==> src/rtl/ex_result_pipe_pkg.sv <==
// Shared definitions for the post-execute result pipeline: ALU control codes,
// condition-code bit positions, the bubble fill value and the CCR update rule.
package ex_result_pipe_pkg;

  localparam logic [3:0] ALU_ADD  = 4'd1;
  localparam logic [3:0] ALU_ADC  = 4'd2;
  localparam logic [3:0] ALU_INC  = 4'd3;
  localparam logic [3:0] ALU_MOV  = 4'd4;
  localparam logic [3:0] ALU_DEC  = 4'd5;
  localparam logic [3:0] ALU_SUB  = 4'd6;
  localparam logic [3:0] ALU_SBB  = 4'd7;
  localparam logic [3:0] ALU_AND  = 4'd8;
  localparam logic [3:0] ALU_OR   = 4'd9;
  localparam logic [3:0] ALU_XOR  = 4'd10;
  localparam logic [3:0] ALU_SETC = 4'd11;
  localparam logic [3:0] ALU_CLRC = 4'd12;
  localparam logic [3:0] ALU_NOT  = 4'd13;
  localparam logic [3:0] ALU_LDI  = 4'd14;

  localparam int CCR_NEG   = 2;
  localparam int CCR_ZERO  = 1;
  localparam int CCR_CARRY = 0;

  // A bubble is an all-zero stage word: result 0, dst 0, wb 0, load 0.
  localparam logic BUBBLE_BIT = 1'b0;

  function automatic logic [2:0] ccr_next(input logic [2:0] cur,
                                          input logic [3:0] ctrl,
                                          input logic       neg,
                                          input logic       zero,
                                          input logic       carry);
    logic [2:0] nxt;
    nxt = cur;
    case (ctrl)
      ALU_ADD, ALU_ADC, ALU_INC, ALU_DEC, ALU_SUB,
      ALU_SBB, ALU_AND, ALU_OR, ALU_XOR: begin
        nxt[CCR_NEG]   = neg;
        nxt[CCR_ZERO]  = zero;
        nxt[CCR_CARRY] = carry;
      end
      ALU_SETC: nxt[CCR_CARRY] = 1'b1;
      ALU_CLRC: nxt[CCR_CARRY] = 1'b0;
      ALU_MOV, ALU_NOT, ALU_LDI: nxt = cur;
      default: nxt = cur;
    endcase
    return nxt;
  endfunction

endpackage

==> src/rtl/ex_result_pipe_pipe_stage_reg.sv <==
// One pipeline stage register: holds on stall, loads a bubble on flush,
// otherwise captures its input word.
module pipe_stage_reg #(
  parameter int W = 8
) (
  input  logic         clk,
  input  logic         rst,
  input  logic         stall_i,
  input  logic         flush_i,
  input  logic [W-1:0] d_i,
  output logic [W-1:0] q_o
);
  import ex_result_pipe_pkg::*;

  logic [W-1:0] data_d, data_q;

  always_comb begin
    data_d = data_q;
    if (!stall_i) begin
      data_d = flush_i ? {W{BUBBLE_BIT}} : d_i;
    end
  end

  always_ff @(posedge clk) begin
    if (rst) data_q <= '0;
    else     data_q <= data_d;
  end

  assign q_o = data_q;

endmodule

==> src/rtl/ex_result_pipe.sv <==
// Two-stage post-ALU result pipe (EX/MEM, MEM/WB) with forwarding taps,
// register-file write port, condition-code register and retire counter.
module ex_result_pipe #(
  parameter int N     = 16,
  parameter int REG_W = 3
) (
  input  logic             clk,
  input  logic             rst,
  input  logic             stall,
  input  logic             flush,
  input  logic [N-1:0]     alu_out,
  input  logic             alu_carry,
  input  logic             alu_zero,
  input  logic             alu_neg,
  input  logic [3:0]       alu_ctrl,
  input  logic [REG_W-1:0] dst_reg,
  input  logic             wb_en,
  input  logic             mem_read,
  input  logic [N-1:0]     mem_data,
  output logic [N-1:0]     result_prev1,
  output logic [N-1:0]     result_prev2,
  output logic [REG_W-1:0] reg2_buf2,
  output logic [REG_W-1:0] reg2_buf3,
  output logic             wb1,
  output logic             wb2,
  output logic             mem_read_load_case,
  output logic [2:0]       ccr,
  output logic             rf_we,
  output logic [REG_W-1:0] rf_waddr,
  output logic [15:0]      retired
);
  import ex_result_pipe_pkg::*;

  localparam int SW = N + REG_W + 2;

  logic [SW-1:0] s1_d, s1_q, s2_d, s2_q;
  logic          ld1, ld2;
  logic [2:0]    ccr_d, ccr_q;
  logic [15:0]   retired_d, retired_q;

  // Stage word layout: {result, dst, wb, load}.
  assign s1_d = {alu_out, dst_reg, wb_en, mem_read};
  assign {result_prev1, reg2_buf2, wb1, ld1} = s1_q;

  // A load picks up memory read data as it moves into stage 2.
  assign s2_d = {(ld1 ? mem_data : result_prev1), reg2_buf2, wb1, ld1};
  assign {result_prev2, reg2_buf3, wb2, ld2} = s2_q;

  pipe_stage_reg #(.W(SW)) u_stage1 (
    .clk     (clk),
    .rst     (rst),
    .stall_i (stall),
    .flush_i (flush),
    .d_i     (s1_d),
    .q_o     (s1_q)
  );

  pipe_stage_reg #(.W(SW)) u_stage2 (
    .clk     (clk),
    .rst     (rst),
    .stall_i (stall),
    .flush_i (1'b0),
    .d_i     (s2_d),
    .q_o     (s2_q)
  );

  // A flushed EX instruction never reaches the CCR.
  always_comb begin
    ccr_d = ccr_q;
    if (!stall && !flush) begin
      ccr_d = ccr_next(ccr_q, alu_ctrl, alu_neg, alu_zero, alu_carry);
    end
  end

  always_comb begin
    retired_d = retired_q;
    if (!stall && wb2) begin
      retired_d = retired_q + 16'd1;
    end
  end

  always_ff @(posedge clk) begin
    if (rst) begin
      ccr_q     <= 3'b000;
      retired_q <= 16'd0;
    end else begin
      ccr_q     <= ccr_d;
      retired_q <= retired_d;
    end
  end

  assign ccr                = ccr_q;
  assign retired            = retired_q;
  assign mem_read_load_case = ld2;
  assign rf_we              = wb2;
  assign rf_waddr           = reg2_buf3;

endmodule

==> config.mk <==
export PLATFORM = sky130hd
export DESIGN_NAME = ex_result_pipe
export DESIGN_NICKNAME = d
export VERILOG_FILES = /design/src/rtl/ex_result_pipe_pkg.sv /design/src/rtl/ex_result_pipe_pipe_stage_reg.sv /design/src/rtl/ex_result_pipe.sv
export SDC_FILE = /design/constraint.sdc
export NUM_CORES = 1
export LEC_CHECK = 0
export CAP_MARGIN = 20
export CORE_ASPECT_RATIO = 0.5
export CORE_MARGIN = 2
export CORE_UTILIZATION = 43
export CTS_CLUSTER_SIZE = 16
export DETAILED_ROUTE_END_ITERATION = 16
export GPL_ROUTABILITY_DRIVEN = 1
export PLACE_DENSITY = 0.85
export SKIP_LAST_GASP = 1
export SLEW_MARGIN = 40
export SYNTH_ARGS = -nofsm -noshare
export SYNTH_HDL_FRONTEND = slang
export SYNTH_SLANG_ARGS = --single-unit
==> constraint.sdc <==
create_clock -name clk -period 1.8 [get_ports clk]
set_input_delay 0.36 -clock clk [delete_from_list [all_inputs] [get_ports clk]]
set_output_delay 0.36 -clock clk [all_outputs]
set_load 0.01 [all_outputs]
; ---- Word-level counts from Yosys, hierarchy flattened
; Index checks and enable logic that the tools add are counted.
[totals]
regBits = 61
[classes]
add_sub_neg = 1
eq_ne = 11
n_reduce_logical = 8
muxes = 3
[ops]
columns = cell, count
row1 = $mux W21, 1
row2 = $eq A4 B4 Y1 const B, 5
row3 = $add A16 B1 Y16 const B, 1
row4 = $mux W16, 1
row5 = $eq A4 B3 Y1 const B, 3
row6 = $reduce_or A9 Y1, 1
row7 = $eq A4 B2 Y1 const B, 2
row8 = $eq A4 B1 Y1 const B, 1
row9 = $reduce_and A2 Y1, 2
row10 = $pmux W1 S3, 1
row11 = $reduce_bool A3 Y1, 1
row12 = $logic_and A1 B1 Y1, 2
row13 = $logic_not A1 Y1, 2

; ---- Logic depth before layout (Yosys ltp)
; Gate-level depths: netlist (run 1).
[logic_depth]
depth_word = 4
mapped_depth = 6

; ---- Hierarchy
; Synthesis (run 1) repeated with hierarchy kept, for this count alone.
[hier_totals]
hier_cells = 304
area_unflattened_um2 = 3041.7
[modules_own_cells]
columns = mod, cells_each, n_inst, seq_area_each_um2, area_per_inst_um2
row1 = pipe_stage_reg, 93, 2, 420.4, 959.7
row2 = ex_result_pipe, 118, 1, 380.4, 1122.3

; ---- Worst setup path before layout (run 1)
; Ideal clock, no wire load.
[synth_timing]
kind = register to register
startpoint = reg retired_q[0] (netlist: retired[0])
endpoint = reg retired_q[12] (netlist: retired[12])
slack_ps = 272
path_stages_with_launch = 6
arrival_ps = 1458
path_buffers = 0
path_cell_list = dfxtp_1 > ha_1 > and4b_1 > nand2_1 > or3_2 > a21oi_1
[synth_between]
elab_chain_cells = 1
[synth_lines]
columns = element, line_no
row1 = "start, declared", ex_result_pipe.sv:39  ; logic [15:0] retired_d, retired_q;
row2 = "start signal, assigned", ex_result_pipe.sv:88  ; retired_q <= retired_d;
row3 = $add A16 B1 Y16, ex_result_pipe.sv:78  ; retired_d = retired_q + 16'd1;
; No other way between the ends.
; A chain may end at the register's enable or synchronous reset.

; ---- Worst setup path after layout (run 1)
[layout_timing]
startpoint = reg retired_q[7] (netlist: retired[7])
endpoint = out retired[7]
[layout_lines]
columns = element, line_no
row1 = "end, declared", ex_result_pipe.sv:30  ; output logic [15:0] retired
; No word-level cell between the ends.

==> results of run 1 <==
kinds of logic (layout without fill, tap and decap cells):
kind of cell	after synthesis	count (layout)	share of synthesized area
adder cells (fa/ha/maj)	2	2	0.00842
AND/OR/NAND/NOR	106	106	0.186
XOR/XNOR	9	9	0.0295
flip-flops	61	61	0.457
AO/OA/AOI/OAI	53	53	0.124
multiplexers	24	24	0.0898
buffers and inverters	42	136	0.105
power by group through the flow:
stage	registers, µW	logic, µW	clock network, µW
floorplan	1440	166	0
global placement	1430	344	0
detailed placement	1440	352	0
CTS	1410	354	1660
global route	1410	379	1740
finish	1410	352	1630
layer usage:
layer / part of all wire / track usage
met5: 0 / 0
met2: 0.53 / 0.361
met1: 0.42 / 0.219
met4: 0.015 / 0.0947
met3: 0.039 / 0.0629
worst paths after layout:
path	to	slack (ns)	cells after the start
setup / recovery	retired[7]	0.09	1
setup reg to reg	retired[12]	0.13	5
hold / removal	retired[6]	0.45	2
hold reg to reg	u_stage2.q_o[7]	0.48	2
cells in the mapped netlist (all sizes together):
master / n / share of area
nor2: 72 / 0.10
dfxtp: 61 / 0.46
buf: 28 / 0.078
a21oi: 24 / 0.045
mux2i: 24 / 0.090
a22oi: 20 / 0.056
clkbuf: 14 / 0.027
xor2: 8 / 0.026
nand2: 7 / 0.011
nand3: 6 / 0.016
nand4: 3 / 0.0070
o21ai: 3 / 0.0056
o31ai: 3 / 0.0084
or3: 3 / 0.0080
or4: 3 / 0.0084
and3: 2 / 0.0056
nor4: 2 / 0.0047
or2: 2 / 0.0047
a2111oi: 1 / 0.0033
a211oi: 1 / 0.0028
a21o: 1 / 0.0028
and2: 1 / 0.0023
and4: 1 / 0.0042
and4b: 1 / 0.0037
ha: 1 / 0.0047
maj3: 1 / 0.0037
nor2b: 1 / 0.0051
nor3: 1 / 0.0019
nor3b: 1 / 0.0028
xnor2: 1 / 0.0033
state kept, by name (all words and copies together) (netlist names):
signal and flops:
ccr 3, u_stage1.q_o 21, retired 16, u_stage2.q_o 21
metrics by stage:
stage | cells | cell area (µm²)
finish | 479 | 3980
global route | 479 | 3980
CTS | 479 | 3980
detailed placement | 463 | 3680
global placement | 463 | 3680
floorplan | 297 | 2670
layout make-up:
cell class,count,area (µm²)
clock buffers,16,292
well taps,88,110
flip-flops and latches,61,1220
repair buffers,120,1180
multi-input cells,194,1170
fillers,483,2060
==> flow_summary.html, run 1 <==
<table>
<tr><th>Metric</th><th>Value</th></tr>
<tr><th colspan="2">Clock network</th></tr>
<tr><td>Max Root-Sink Buffers</td><td>2</td></tr>
<tr><td>Num Clock Sinks</td><td>61</td></tr>
<tr><td>Clock tree from TritonCTS</td><td>done</td></tr>
<tr><td>Cts repair resizes</td><td>0</td></tr>
<tr><td>Clock buffers created by TritonCTS</td><td>9</td></tr>
<tr><td>Hold bufs inserted after CTS</td><td>0</td></tr>
<tr><td>Clock-pin slew on the worst setup and hold paths</td><td>0.05 ns</td></tr>
<tr><td>Clock latency of the later-clocked register in the worst-skew pair</td><td>0.32 ns</td></tr>
<tr><td>Depth of the CTS H-tree</td><td>3</td></tr>
<tr><td>Post-CTS Setup Inserts</td><td>0</td></tr>
<tr><td>Cell at the root of the clock tree</td><td>clkbuf_16</td></tr>
<tr><th colspan="2">Critical path</th></tr>
<tr><td>Worst EP required</td><td>1.44 ns</td></tr>
<tr><td>Worst Setup Start Kind</td><td>flip-flop</td></tr>
<tr><td>Cell class contributing the biggest share of worst-path delay</td><td>buffers and inverters</td></tr>
<tr><td>Delay of the slowest cell on the worst path</td><td>0.58 ns</td></tr>
<tr><td>Critical R2R Launch</td><td>retired[0]</td></tr>
<tr><td>Peak fanout along the critical path</td><td>5</td></tr>
<tr><td>CP arrival</td><td>1.35 ns</td></tr>
<tr><td>First element of the critical path</td><td>retired[7]</td></tr>
<tr><td>Critical path capture point type</td><td>output port</td></tr>
<tr><td>Crit Path Category</td><td>reg -&gt; out</td></tr>
<tr><td>CP bufs+invs</td><td>1</td></tr>
<tr><td>Worst path slowest cell</td><td>clkdlybuf4s50_1</td></tr>
<tr><td>Critical Path, Cell by Cell</td><td>clkdlybuf4s50_1</td></tr>
<tr><th colspan="2">Placed design</th></tr>
<tr><td>Number of buffers inserted by port buffering</td><td>111</td></tr>
<tr><td>Half-perimeter wire length after detailed placement</td><td>4.90 mm</td></tr>
<tr><td>Final GP Congestion</td><td>0.777</td></tr>
<tr><td>Post-placement worst setup slack</td><td>-0.0527 ns</td></tr>
<tr><th colspan="2">Floorplan</th></tr>
<tr><td>Total die area</td><td>6900 µm²</td></tr>
<tr><td>Floorplan die width</td><td>116 µm</td></tr>
<tr><td>Boundary pin count</td><td>112</td></tr>
<tr><td>Y dimension of the die</td><td>59.8 µm</td></tr>
<tr><td>Starting utilization of the core area</td><td>0.443</td></tr>
<tr><td>Core footprint</td><td>6030 µm²</td></tr>
<tr><td>Num rows</td><td>20</td></tr>
<tr><th colspan="2">Power and ir drop</th></tr>
<tr><td>Peak supply drop</td><td>0.553 mV</td></tr>
<tr><td>Power Dens Cells</td><td>853 nW/µm²</td></tr>
<tr><td>Logic gate share of total power</td><td>0.104</td></tr>
<tr><td>Cell-internal power</td><td>2680 µW</td></tr>
<tr><td>Net Switching</td><td>713 µW</td></tr>
<tr><td>Switching share of power</td><td>0.210</td></tr>
<tr><td>Clock group share of total power</td><td>0.480</td></tr>
<tr><td>Sequential cell fraction of total power</td><td>0.416</td></tr>
<tr><td>Post-route total power</td><td>3390 µW</td></tr>
<tr><td>Leakage dissipation</td><td>0.00144 µW</td></tr>
<tr><th colspan="2">Synth</th></tr>
<tr><td>FF+latch count, synth</td><td>61</td></tr>
<tr><td>Count of unique library cells instantiated by Yosys</td><td>38</td></tr>
<tr><td>Net count after synthesis</td><td>346</td></tr>
<tr><td>Area of the mapped netlist</td><td>2670 µm²</td></tr>
<tr><td>Number of warnings issued by yosys</td><td>0</td></tr>
<tr><td>Gate count of the mapped netlist</td><td>297</td></tr>
<tr><td>Synthesized area per cell</td><td>9.00 µm²</td></tr>
<tr><td>Sequential share of the synthesized area</td><td>0.457</td></tr>
<tr><th colspan="2">Worst hold path</th></tr>
<tr><td>Worst Hold Launch</td><td>rst</td></tr>
<tr><td>Class of the worst hold path</td><td>in -&gt; reg</td></tr>
<tr><th colspan="2">Drt</th></tr>
<tr><td>Post-detailed-route wirelength per cell</td><td>14.0 µm</td></tr>
<tr><td>Vias per std cell</td><td>4.89</td></tr>
<tr><td>Remaining number of nets flagged by the antenna check after routing</td><td>0</td></tr>
<tr><td>Final WL</td><td>6.71 mm</td></tr>
<tr><td>Detailed-routing iteration count for the pre-antenna-repair pass</td><td>5</td></tr>
<tr><td>Number of vias after detailed routing</td><td>2344</td></tr>
<tr><td>Initial DRC Count</td><td>108</td></tr>
<tr><td>Residual DRC</td><td>0</td></tr>
<tr><th colspan="2">Finish</th></tr>
<tr><td>Net count, final</td><td>435</td></tr>
<tr><td>Antenna cells</td><td>0</td></tr>
<tr><td>Most common cell after layout, fill and taps aside</td><td>clkdlybuf4s50_1</td></tr>
<tr><td>Share of layout cells above drive strength 1</td><td>0.0844</td></tr>
<tr><td>Post-synthesis to final-layout area growth</td><td>48.7%</td></tr>
<tr><td>Commonest cells after routing, fill and taps aside</td><td>clkdlybuf4s50_1 (109), nor2_1 (72), dfxtp_1 (61)</td></tr>
<tr><td>Post-route core utilization</td><td>0.659</td></tr>
<tr><th colspan="2">Global routing</th></tr>
<tr><td>Wire length of the first global-routing pass</td><td>10.5 mm</td></tr>
<tr><td>Pin count of the biggest net entering global routing</td><td>43</td></tr>
<tr><td>Remaining global-route overflow</td><td>0</td></tr>
<tr><td>Vias in the first global route</td><td>2254</td></tr>
<tr><td>Antenna violations before repair</td><td>0</td></tr>
<tr><td>Total routing resource utilization after global routing</td><td>0.200</td></tr>
<tr><th colspan="2">STA</th></tr>
<tr><td>RSZ-0062 raised after global routing</td><td>no</td></tr>
<tr><td>Count of final setup violators</td><td>0</td></tr>
<tr><td>Fmax achieved</td><td>584 MHz</td></tr>
<tr><td>Actual slew at the worst max-slew pin</td><td>0.378 ns</td></tr>
<tr><td>Fin. Hold Viols</td><td>0</td></tr>
<tr><td>Final Skew</td><td>0.00437 ns</td></tr>
<tr><td>Setup slack of the critical path after layout</td><td>0.0875 ns</td></tr>
<tr><td>Part of the cycle the worst path needs</td><td>0.951</td></tr>
<tr><td>Worst hold-check slack</td><td>0.445 ns</td></tr>
<tr><td>Final Critical Period</td><td>1.71 ns</td></tr>
<tr><td>Total negative setup slack</td><td>0 ns</td></tr>
<tr><td>Number of slew-limit violations in the final report</td><td>0</td></tr>
<tr><td>Slew HR</td><td>0.742</td></tr>
<tr><th colspan="2">Status</th></tr>
<tr><td>Outcome</td><td>complete, no violations</td></tr>
<tr><th colspan="2">Job</th></tr>
<tr><td>Max-cap violation count</td><td>0</td></tr>
</table>
Note: power is estimated with default switching activity, not from simulation.
==> run 2: changes to the inputs <==
CELL_PAD_IN_SITES_DETAIL_PLACEMENT = 0   (was not set)
CELL_PAD_IN_SITES_GLOBAL_PLACEMENT = 1   (was not set)
CORE_UTILIZATION = 28   (was 43)
PLACE_DENSITY = 0.81   (was 0.85)
clock period = 1.5 ns   (was 1.8 ns; I/O delays follow)
==> run 2 against run 1 <==
  * Via count grew 0.55%
  * Sequential share of layout area down 0.75 points
  * Critical path depth increased by 4
  * Clock skew fell by 0.00051 ns
  * Total power increased by 21%
  * Routed wire length is 3.4% higher
  * Utilization down 22 points
  * Critical path type is now reg -> reg
  * Cell count rose by 10%
  * Worst hold slack worse by 0.074 ns
  * Register-to-register slack got worse by 0.08 ns
  * Sequential cell count unchanged
  * Non-clock buffer count rose by 17
==> flow_summary.html, run 2 (synthesized netlist as in run 1, its figures left out) <==
<table>
<tr><th>Metric</th><th>Value</th></tr>
<tr><th colspan="2">Status</th></tr>
<tr><td>Outcome</td><td>complete, no violations</td></tr>
<tr><th colspan="2">Critical path</th></tr>
<tr><td>Worst reg2reg setup slack</td><td>0.05 ns</td></tr>
<tr><td>Peak fanout along the critical path</td><td>4</td></tr>
<tr><td>Crit Path Category</td><td>reg -&gt; reg</td></tr>
<tr><td>Worst Setup Start Kind</td><td>flip-flop</td></tr>
<tr><td>R2R Path End</td><td>retired[12]</td></tr>
<tr><td>Worst EP required</td><td>1.75 ns</td></tr>
<tr><td>CP arrival</td><td>1.69 ns</td></tr>
<tr><td>Critical R2R Launch</td><td>retired[0]</td></tr>
<tr><td>Critical path capture point type</td><td>flip-flop</td></tr>
<tr><td>Path depth of the worst reg2reg path</td><td>5</td></tr>
<tr><th colspan="2">Power and ir drop</th></tr>
<tr><td>Logic gate share of total power</td><td>0.098</td></tr>
<tr><td>Cell-internal power</td><td>3210 µW</td></tr>
<tr><td>Sequential cell fraction of total power</td><td>0.412</td></tr>
<tr><td>Power Dens Cells</td><td>999 nW/µm²</td></tr>
<tr><td>Clock group share of total power</td><td>0.490</td></tr>
<tr><td>Switching share of power</td><td>0.218</td></tr>
<tr><td>Net Switching</td><td>895 µW</td></tr>
<tr><td>Peak supply drop</td><td>0.606 mV</td></tr>
<tr><td>Leakage dissipation</td><td>0.00190 µW</td></tr>
<tr><th colspan="2">Clock network</th></tr>
<tr><td>Clock tree from TritonCTS</td><td>done</td></tr>
<tr><td>Clock-pin slew on the worst setup and hold paths</td><td>0.05 ns</td></tr>
<tr><td>Clock buffers created by TritonCTS</td><td>9</td></tr>
<tr><td>Cell at the root of the clock tree</td><td>clkbuf_16</td></tr>
<tr><td>Depth of the CTS H-tree</td><td>3</td></tr>
<tr><td>Clock latency of the later-clocked register in the worst-skew pair</td><td>0.32 ns</td></tr>
<tr><td>Max Root-Sink Buffers</td><td>2</td></tr>
<tr><td>Num Clock Sinks</td><td>61</td></tr>
<tr><th colspan="2">Drt</th></tr>
<tr><td>Residual DRC</td><td>0</td></tr>
<tr><td>Post-detailed-route wirelength per cell</td><td>13.1 µm</td></tr>
<tr><td>Vias per std cell</td><td>4.46</td></tr>
<tr><td>Number of vias after detailed routing</td><td>2357</td></tr>
<tr><td>Final WL</td><td>6.94 mm</td></tr>
<tr><td>Detailed-routing iteration count for the pre-antenna-repair pass</td><td>4</td></tr>
<tr><td>Remaining number of nets flagged by the antenna check after routing</td><td>0</td></tr>
<tr><td>Initial DRC Count</td><td>103</td></tr>
<tr><th colspan="2">Floorplan</th></tr>
<tr><td>Y dimension of the die</td><td>73.1 µm</td></tr>
<tr><td>Boundary pin count</td><td>112</td></tr>
<tr><td>Starting utilization of the core area</td><td>0.286</td></tr>
<tr><td>Floorplan die width</td><td>142 µm</td></tr>
<tr><td>Num rows</td><td>25</td></tr>
<tr><td>Total die area</td><td>10400 µm²</td></tr>
<tr><td>Core footprint</td><td>9350 µm²</td></tr>
<tr><th colspan="2">Global routing</th></tr>
<tr><td>Met3 Usage GRT</td><td>0.0387</td></tr>
<tr><td>GR Util met2</td><td>0.235</td></tr>
<tr><td>Most Used Layer, Global Route</td><td>met2</td></tr>
<tr><td>Remaining global-route overflow</td><td>0</td></tr>
<tr><td>Pin count of the biggest net entering global routing</td><td>34</td></tr>
<tr><td>Met1 Usage GRT</td><td>0.167</td></tr>
<tr><td>Antenna violations before repair</td><td>0</td></tr>
<tr><td>Total routing resource utilization after global routing</td><td>0.138</td></tr>
<tr><td>Vias in the first global route</td><td>2219</td></tr>
<tr><td>Wire length of the first global-routing pass</td><td>11.2 mm</td></tr>
<tr><th colspan="2">Worst hold path</th></tr>
<tr><td>Class of the worst hold path</td><td>in -&gt; reg</td></tr>
<tr><td>Endpoint of the worst hold-timing path</td><td>u_stage2.q_o[3]</td></tr>
<tr><td>Worst Hold Launch</td><td>rst</td></tr>
<tr><td>WHS Path Cells</td><td>2</td></tr>
<tr><th colspan="2">Job</th></tr>
<tr><td>Max-cap violation count</td><td>0</td></tr>
<tr><th colspan="2">Finish</th></tr>
<tr><td>Most common cell after layout, fill and taps aside</td><td>nor2_1</td></tr>
<tr><td>Net count, final</td><td>452</td></tr>
<tr><td>Sequential cell area</td><td>1230 µm²</td></tr>
<tr><td>Post-route core utilization</td><td>0.439</td></tr>
<tr><td>Area of the multi-input gates</td><td>1180 µm²</td></tr>
<tr><td>Fin area</td><td>4110 µm²</td></tr>
<tr><td>Commonest cells after routing, fill and taps aside</td><td>nor2_1 (72), dlygate4sd2_1 (59), dfxtp_1 (53)</td></tr>
<tr><td>Antenna cells</td><td>0</td></tr>
<tr><td>Fillers</td><td>933</td></tr>
<tr><td>Post-synthesis to final-layout area growth</td><td>53.6%</td></tr>
<tr><td>Share of layout cells above drive strength 1</td><td>0.150</td></tr>
<tr><th colspan="2">Placed design</th></tr>
<tr><td>Final GP Congestion</td><td>0.774</td></tr>
<tr><td>Placement-stage cell area</td><td>3850 µm²</td></tr>
<tr><td>Number of buffers inserted by port buffering</td><td>111</td></tr>
<tr><td>Half-perimeter wire length after detailed placement</td><td>5.07 mm</td></tr>
<tr><th colspan="2">STA</th></tr>
<tr><td>Slew HR</td><td>0.756</td></tr>
<tr><td>Actual slew at the worst max-slew pin</td><td>0.366 ns</td></tr>
<tr><td>Fin. Hold Viols</td><td>0</td></tr>
<tr><td>Number of slew-limit violations in the final report</td><td>0</td></tr>
<tr><td>Total negative setup slack</td><td>0 ns</td></tr>
<tr><td>Final Skew</td><td>0.00386 ns</td></tr>
<tr><td>Count of final setup violators</td><td>0</td></tr>
<tr><td>RSZ-0062 raised after global routing</td><td>no</td></tr>
<tr><td>Part of the cycle the worst path needs</td><td>0.965</td></tr>
<tr><td>Fmax achieved</td><td>691 MHz</td></tr>
<tr><td>Final Critical Period</td><td>1.45 ns</td></tr>
</table>
run 2: cell types whose count changed in the layout (fill, tap and decap cells not counted), sizes merged:
cell           previous run  this run
clkbuf                   16        11
buf                      11        28
bufinv                    0         1
dlygate4sd2               0        59
dlymetal6s2s              0         5
clkdlybuf4s50           109        45
clkinv                    0         4
run 2: how the worst max path moves through the flow:
stage | startpoint | endpoint | slack [ns]
6_report | retired[0] | retired[12] | 0.05
2_1_floorplan | retired[3] | retired[13] | 0.03
4_1_cts | u_stage2.q_o[1] | wb2 | -0.15
5_1_grt | alu_ctrl[1] | ccr[0] | 0.007
3_3_place_gp | alu_ctrl[1] | ccr[0] | -0.25
3_5_place_dp | alu_ctrl[1] | ccr[0] | -0.26
run 2: power by group through the flow:
| stage | clock network [µW] | logic (µW) | registers [µW] |
|---|---|---|---|
| after global placement | 0 | 430 | 1730 |
| after floorplan | 0 | 199 | 1730 |
| after CTS | 2060 | 408 | 1690 |
| after global routing | 2140 | 441 | 1690 |
| final | 2010 | 404 | 1690 |
| after detailed placement | 0 | 433 | 1720 |
run 2: what timing repair did:
action | 4_1_cts | 5_1_grt
hold buffers | 0 | 0
pin swaps | 0 | 1
setup buffers | 0 | 1
setup endpoints to repair | 60 | 11
gates resized for setup | 61 | 12
run 2: layout make-up:
cell class,instances,share of cell area
flip-flops and latches,61,0.300
multi-input cells,194,0.288
well taps,121,0.0369
clock buffers,11,0.0591
clock inverters,5,0.0122
repair buffers,137,0.304
run 2: metal layers:
layer  part of all wire  wire (µm)
met2               0.50       3460
met5                  0          0
met4              0.015        104
met3              0.034        238
met1               0.45       3140
run 2: critical path, cell delays in order, from the launching register on:
cell and delay (ns):
dfxtp_2 0.37, ha_4 0.14, and4b_1 0.24, nand2_1 0.07, or3_2 0.41, a21oi_1 0.14
run 2: through the flow:
step	hold WS [ns]	cells	power (µW)	setup WS [ns]
floorplan	0.444	297	1930	0.0265
global placement	0.468	512	2160	-0.247
detailed placement	0.476	512	2160	-0.262
CTS	0.367	528	4160	-0.146
global route	0.373	529	4280	0.00748
finish	0.371	529	4100	0.0523
==> run 3: changes to the inputs <==
CORE_ASPECT_RATIO = not set   (was 0.5)
PLACE_DENSITY = not set   (was 0.81)
PLACE_DENSITY_LB_ADDON = 0.1   (was not set)
==> run 3 against run 2 <==
  * Global-route usage is 0.078 points lower
  * Count of clock-buffer cells in the layout is 1 higher
  * Largest power group is now registers
  * Critical endpoint is now retired[11]
  * Critical path type unchanged
  * Cell count is 0.57% higher
  * Clock power is 17% lower
  * Highest routed layer unchanged
==> flow_summary.html, run 3 (synthesized netlist as in run 1, its figures left out) <==
<table>
<tr><th>Metric</th><th>Value</th></tr>
<tr><th colspan="2">Critical path</th></tr>
<tr><td>Peak fanout along the critical path</td><td>7</td></tr>
<tr><td>CP arrival</td><td>1.73 ns</td></tr>
<tr><td>CP bufs+invs</td><td>1</td></tr>
<tr><td>Delay of the slowest cell on the worst path</td><td>0.42 ns</td></tr>
<tr><td>Worst Setup Start Kind</td><td>flip-flop</td></tr>
<tr><td>Critical path capture point type</td><td>flip-flop</td></tr>
<tr><td>Cell class contributing the biggest share of worst-path delay</td><td>simple AND/OR/NAND/NOR gates</td></tr>
<tr><td>Critical Path, Cell by Cell</td><td>buf_4, and3_2, nand2_2, or3_2, a21oi_1</td></tr>
<tr><td>Worst path slowest cell</td><td>or3_2</td></tr>
<tr><td>Crit Path Category</td><td>reg -&gt; reg</td></tr>
<tr><td>Worst EP required</td><td>1.75 ns</td></tr>
<tr><th colspan="2">Drt</th></tr>
<tr><td>Initial DRC Count</td><td>33</td></tr>
<tr><td>Final WL</td><td>7.03 mm</td></tr>
<tr><td>Vias per std cell</td><td>4.42</td></tr>
<tr><td>Number of vias after detailed routing</td><td>2351</td></tr>
<tr><td>Post-detailed-route wirelength per cell</td><td>13.2 µm</td></tr>
<tr><td>Detailed-routing iteration count for the pre-antenna-repair pass</td><td>4</td></tr>
<tr><td>Residual DRC</td><td>0</td></tr>
<tr><td>Remaining number of nets flagged by the antenna check after routing</td><td>0</td></tr>
<tr><th colspan="2">Power and ir drop</th></tr>
<tr><td>Peak supply drop</td><td>0.418 mV</td></tr>
<tr><td>Net Switching</td><td>835 µW</td></tr>
<tr><td>Cell-internal power</td><td>2900 µW</td></tr>
<tr><td>Leakage dissipation</td><td>0.00179 µW</td></tr>
<tr><td>Clock group share of total power</td><td>0.443</td></tr>
<tr><td>Logic gate share of total power</td><td>0.106</td></tr>
<tr><td>Post-route total power</td><td>3740 µW</td></tr>
<tr><td>Power Dens Cells</td><td>933 nW/µm²</td></tr>
<tr><td>Switching share of power</td><td>0.224</td></tr>
<tr><td>Sequential cell fraction of total power</td><td>0.451</td></tr>
<tr><th colspan="2">Clock network</th></tr>
<tr><td>Cell at the root of the clock tree</td><td>clkbuf_8</td></tr>
<tr><td>Depth of the CTS H-tree</td><td>3</td></tr>
<tr><td>Clock tree from TritonCTS</td><td>done</td></tr>
<tr><td>Clock buffers created by TritonCTS</td><td>9</td></tr>
<tr><td>Num Clock Sinks</td><td>61</td></tr>
<tr><td>Clock latency of the later-clocked register in the worst-skew pair</td><td>0.33 ns</td></tr>
<tr><td>Max Root-Sink Buffers</td><td>2</td></tr>
<tr><td>Hold bufs inserted after CTS</td><td>0</td></tr>
<tr><td>Clock-pin slew on the worst setup and hold paths</td><td>0.06 ns</td></tr>
<tr><th colspan="2">STA</th></tr>
<tr><td>Fmax achieved</td><td>675 MHz</td></tr>
<tr><td>Worst hold-check slack</td><td>0.217 ns</td></tr>
<tr><td>Actual slew at the worst max-slew pin</td><td>0.525 ns</td></tr>
<tr><td>Final Skew</td><td>0.00861 ns</td></tr>
<tr><td>Fin. Hold Viols</td><td>0</td></tr>
<tr><td>Part of the cycle the worst path needs</td><td>0.987</td></tr>
<tr><td>Count of final setup violators</td><td>0</td></tr>
<tr><td>Number of slew-limit violations in the final report</td><td>0</td></tr>
<tr><td>RSZ-0062 raised after global routing</td><td>yes</td></tr>
<tr><td>Slew HR</td><td>0.649</td></tr>
<tr><td>Final Critical Period</td><td>1.48 ns</td></tr>
<tr><th colspan="2">Floorplan</th></tr>
<tr><td>Floorplan die width</td><td>102 µm</td></tr>
<tr><td>Boundary pin count</td><td>112</td></tr>
<tr><td>Starting utilization of the core area</td><td>0.289</td></tr>
<tr><td>Y dimension of the die</td><td>102 µm</td></tr>
<tr><td>Num rows</td><td>35</td></tr>
<tr><td>Core footprint</td><td>9240 µm²</td></tr>
<tr><td>Total die area</td><td>10300 µm²</td></tr>
<tr><th colspan="2">Placed design</th></tr>
<tr><td>Number of buffers inserted by port buffering</td><td>111</td></tr>
<tr><td>Final GP Congestion</td><td>0.671</td></tr>
<tr><td>Half-perimeter wire length after detailed placement</td><td>4.92 mm</td></tr>
<tr><th colspan="2">Finish</th></tr>
<tr><td>Commonest cells after routing, fill and taps aside</td><td>nor2_1 (71), dlygate4sd2_1 (63), dfxtp_1 (53)</td></tr>
<tr><td>Most common cell after layout, fill and taps aside</td><td>nor2_1</td></tr>
<tr><td>Net count, final</td><td>447</td></tr>
<tr><td>Post-synthesis to final-layout area growth</td><td>49.8%</td></tr>
<tr><td>Post-route core utilization</td><td>0.433</td></tr>
<tr><td>Share of layout cells above drive strength 1</td><td>0.149</td></tr>
<tr><td>Antenna cells</td><td>0</td></tr>
<tr><th colspan="2">Global routing</th></tr>
<tr><td>Wire length of the first global-routing pass</td><td>11.0 mm</td></tr>
<tr><td>Vias in the first global route</td><td>2264</td></tr>
<tr><td>Remaining global-route overflow</td><td>0</td></tr>
<tr><td>Pin count of the biggest net entering global routing</td><td>36</td></tr>
<tr><td>Total routing resource utilization after global routing</td><td>0.137</td></tr>
<tr><td>Antenna violations before repair</td><td>0</td></tr>
<tr><th colspan="2">Status</th></tr>
<tr><td>Outcome</td><td>complete, no violations</td></tr>
<tr><th colspan="2">Worst hold path</th></tr>
<tr><td>Class of the worst hold path</td><td>in -&gt; reg</td></tr>
<tr><th colspan="2">Job</th></tr>
<tr><td>Max-cap violation count</td><td>0</td></tr>
</table>
run 3: cell types whose count changed in the layout (fill, tap and decap cells not counted), moves of 2 or more:
cell / change
clkbuf_8: +10
clkbuf_16: -9
buf_4: -4
dlygate4sd2_1: +4
dlymetal6s2s_1: -4
clkinv_2: -2
or2_4: +2
run 3: path summary, 6_finish.rpt:
check	depth (start not counted)	endpoint	start	slack (ns)
worst max-delay path	5	retired[11]	retired[0]	0.02
worst min-delay path	2	ccr[2]	rst	0.22
worst max register to register	5	retired[11]	retired[0]	0.02
worst min register to register	2	u_stage2.q_o[5]	u_stage2.q_o[5]	0.48
run 3: worst register-to-register path, cell delays in order, from the launching register on:
cell	delay, ns
dfxtp_2	0.36
buf_4	0.12
and3_2	0.22
nand2_2	0.12
or3_2	0.42
a21oi_1	0.17
run 3: per-stage QoR:
step                setup slack (ns)  area (µm²)  std cells  setup TNS [ns]
finish                        0.0188        4010        532               0
global route                 -0.0195        4010        532         -0.0444
CTS                           -0.138        3970        532          -0.138
detailed placement            -0.351        3820        516           -2.08
global placement              -0.355        3820        516           -7.92
floorplan                     0.0265        2680        297               0
run 3: layout make-up:
class,count,area [µm²]
Fill cell,963,5240
Sequential cell,61,1230
Multi-Input combinational cell,194,1200
Timing Repair Buffer,132,1180
Tap cell,129,161
Clock buffer,12,155
Clock inverter,4,70.1
run 3: timing repair:
item,4_1_cts,5_1_grt
pin swaps,0,1
gates resized for setup,65,12
hold endpoints to repair,0,0
endpoints found under the setup margin,65,8
setup buffers,0,0
gates cloned,0,0
run 3: power by group through the flow:
| stage | combinational, µW | sequential, µW | clock (µW) |
|---|---|---|---|
| finish | 396 | 1680 | 1660 |
| global route | 433 | 1690 | 1790 |
| CTS | 402 | 1680 | 1720 |
| detailed placement | 428 | 1720 | 0 |
| global placement | 428 | 1720 | 0 |
| floorplan | 199 | 1730 | 0 |
run 3: layer usage:
layer | wire, µm | up-vias | global-route usage
li1 | - | 1209 | -
met1 | 3190 | 1074 | 0.170
met2 | 3260 | 61 | 0.217
met3 | 496 | 7 | 0.0449
met4 | 77 | 0 | 0.0593
met5 | 0 | - | 0
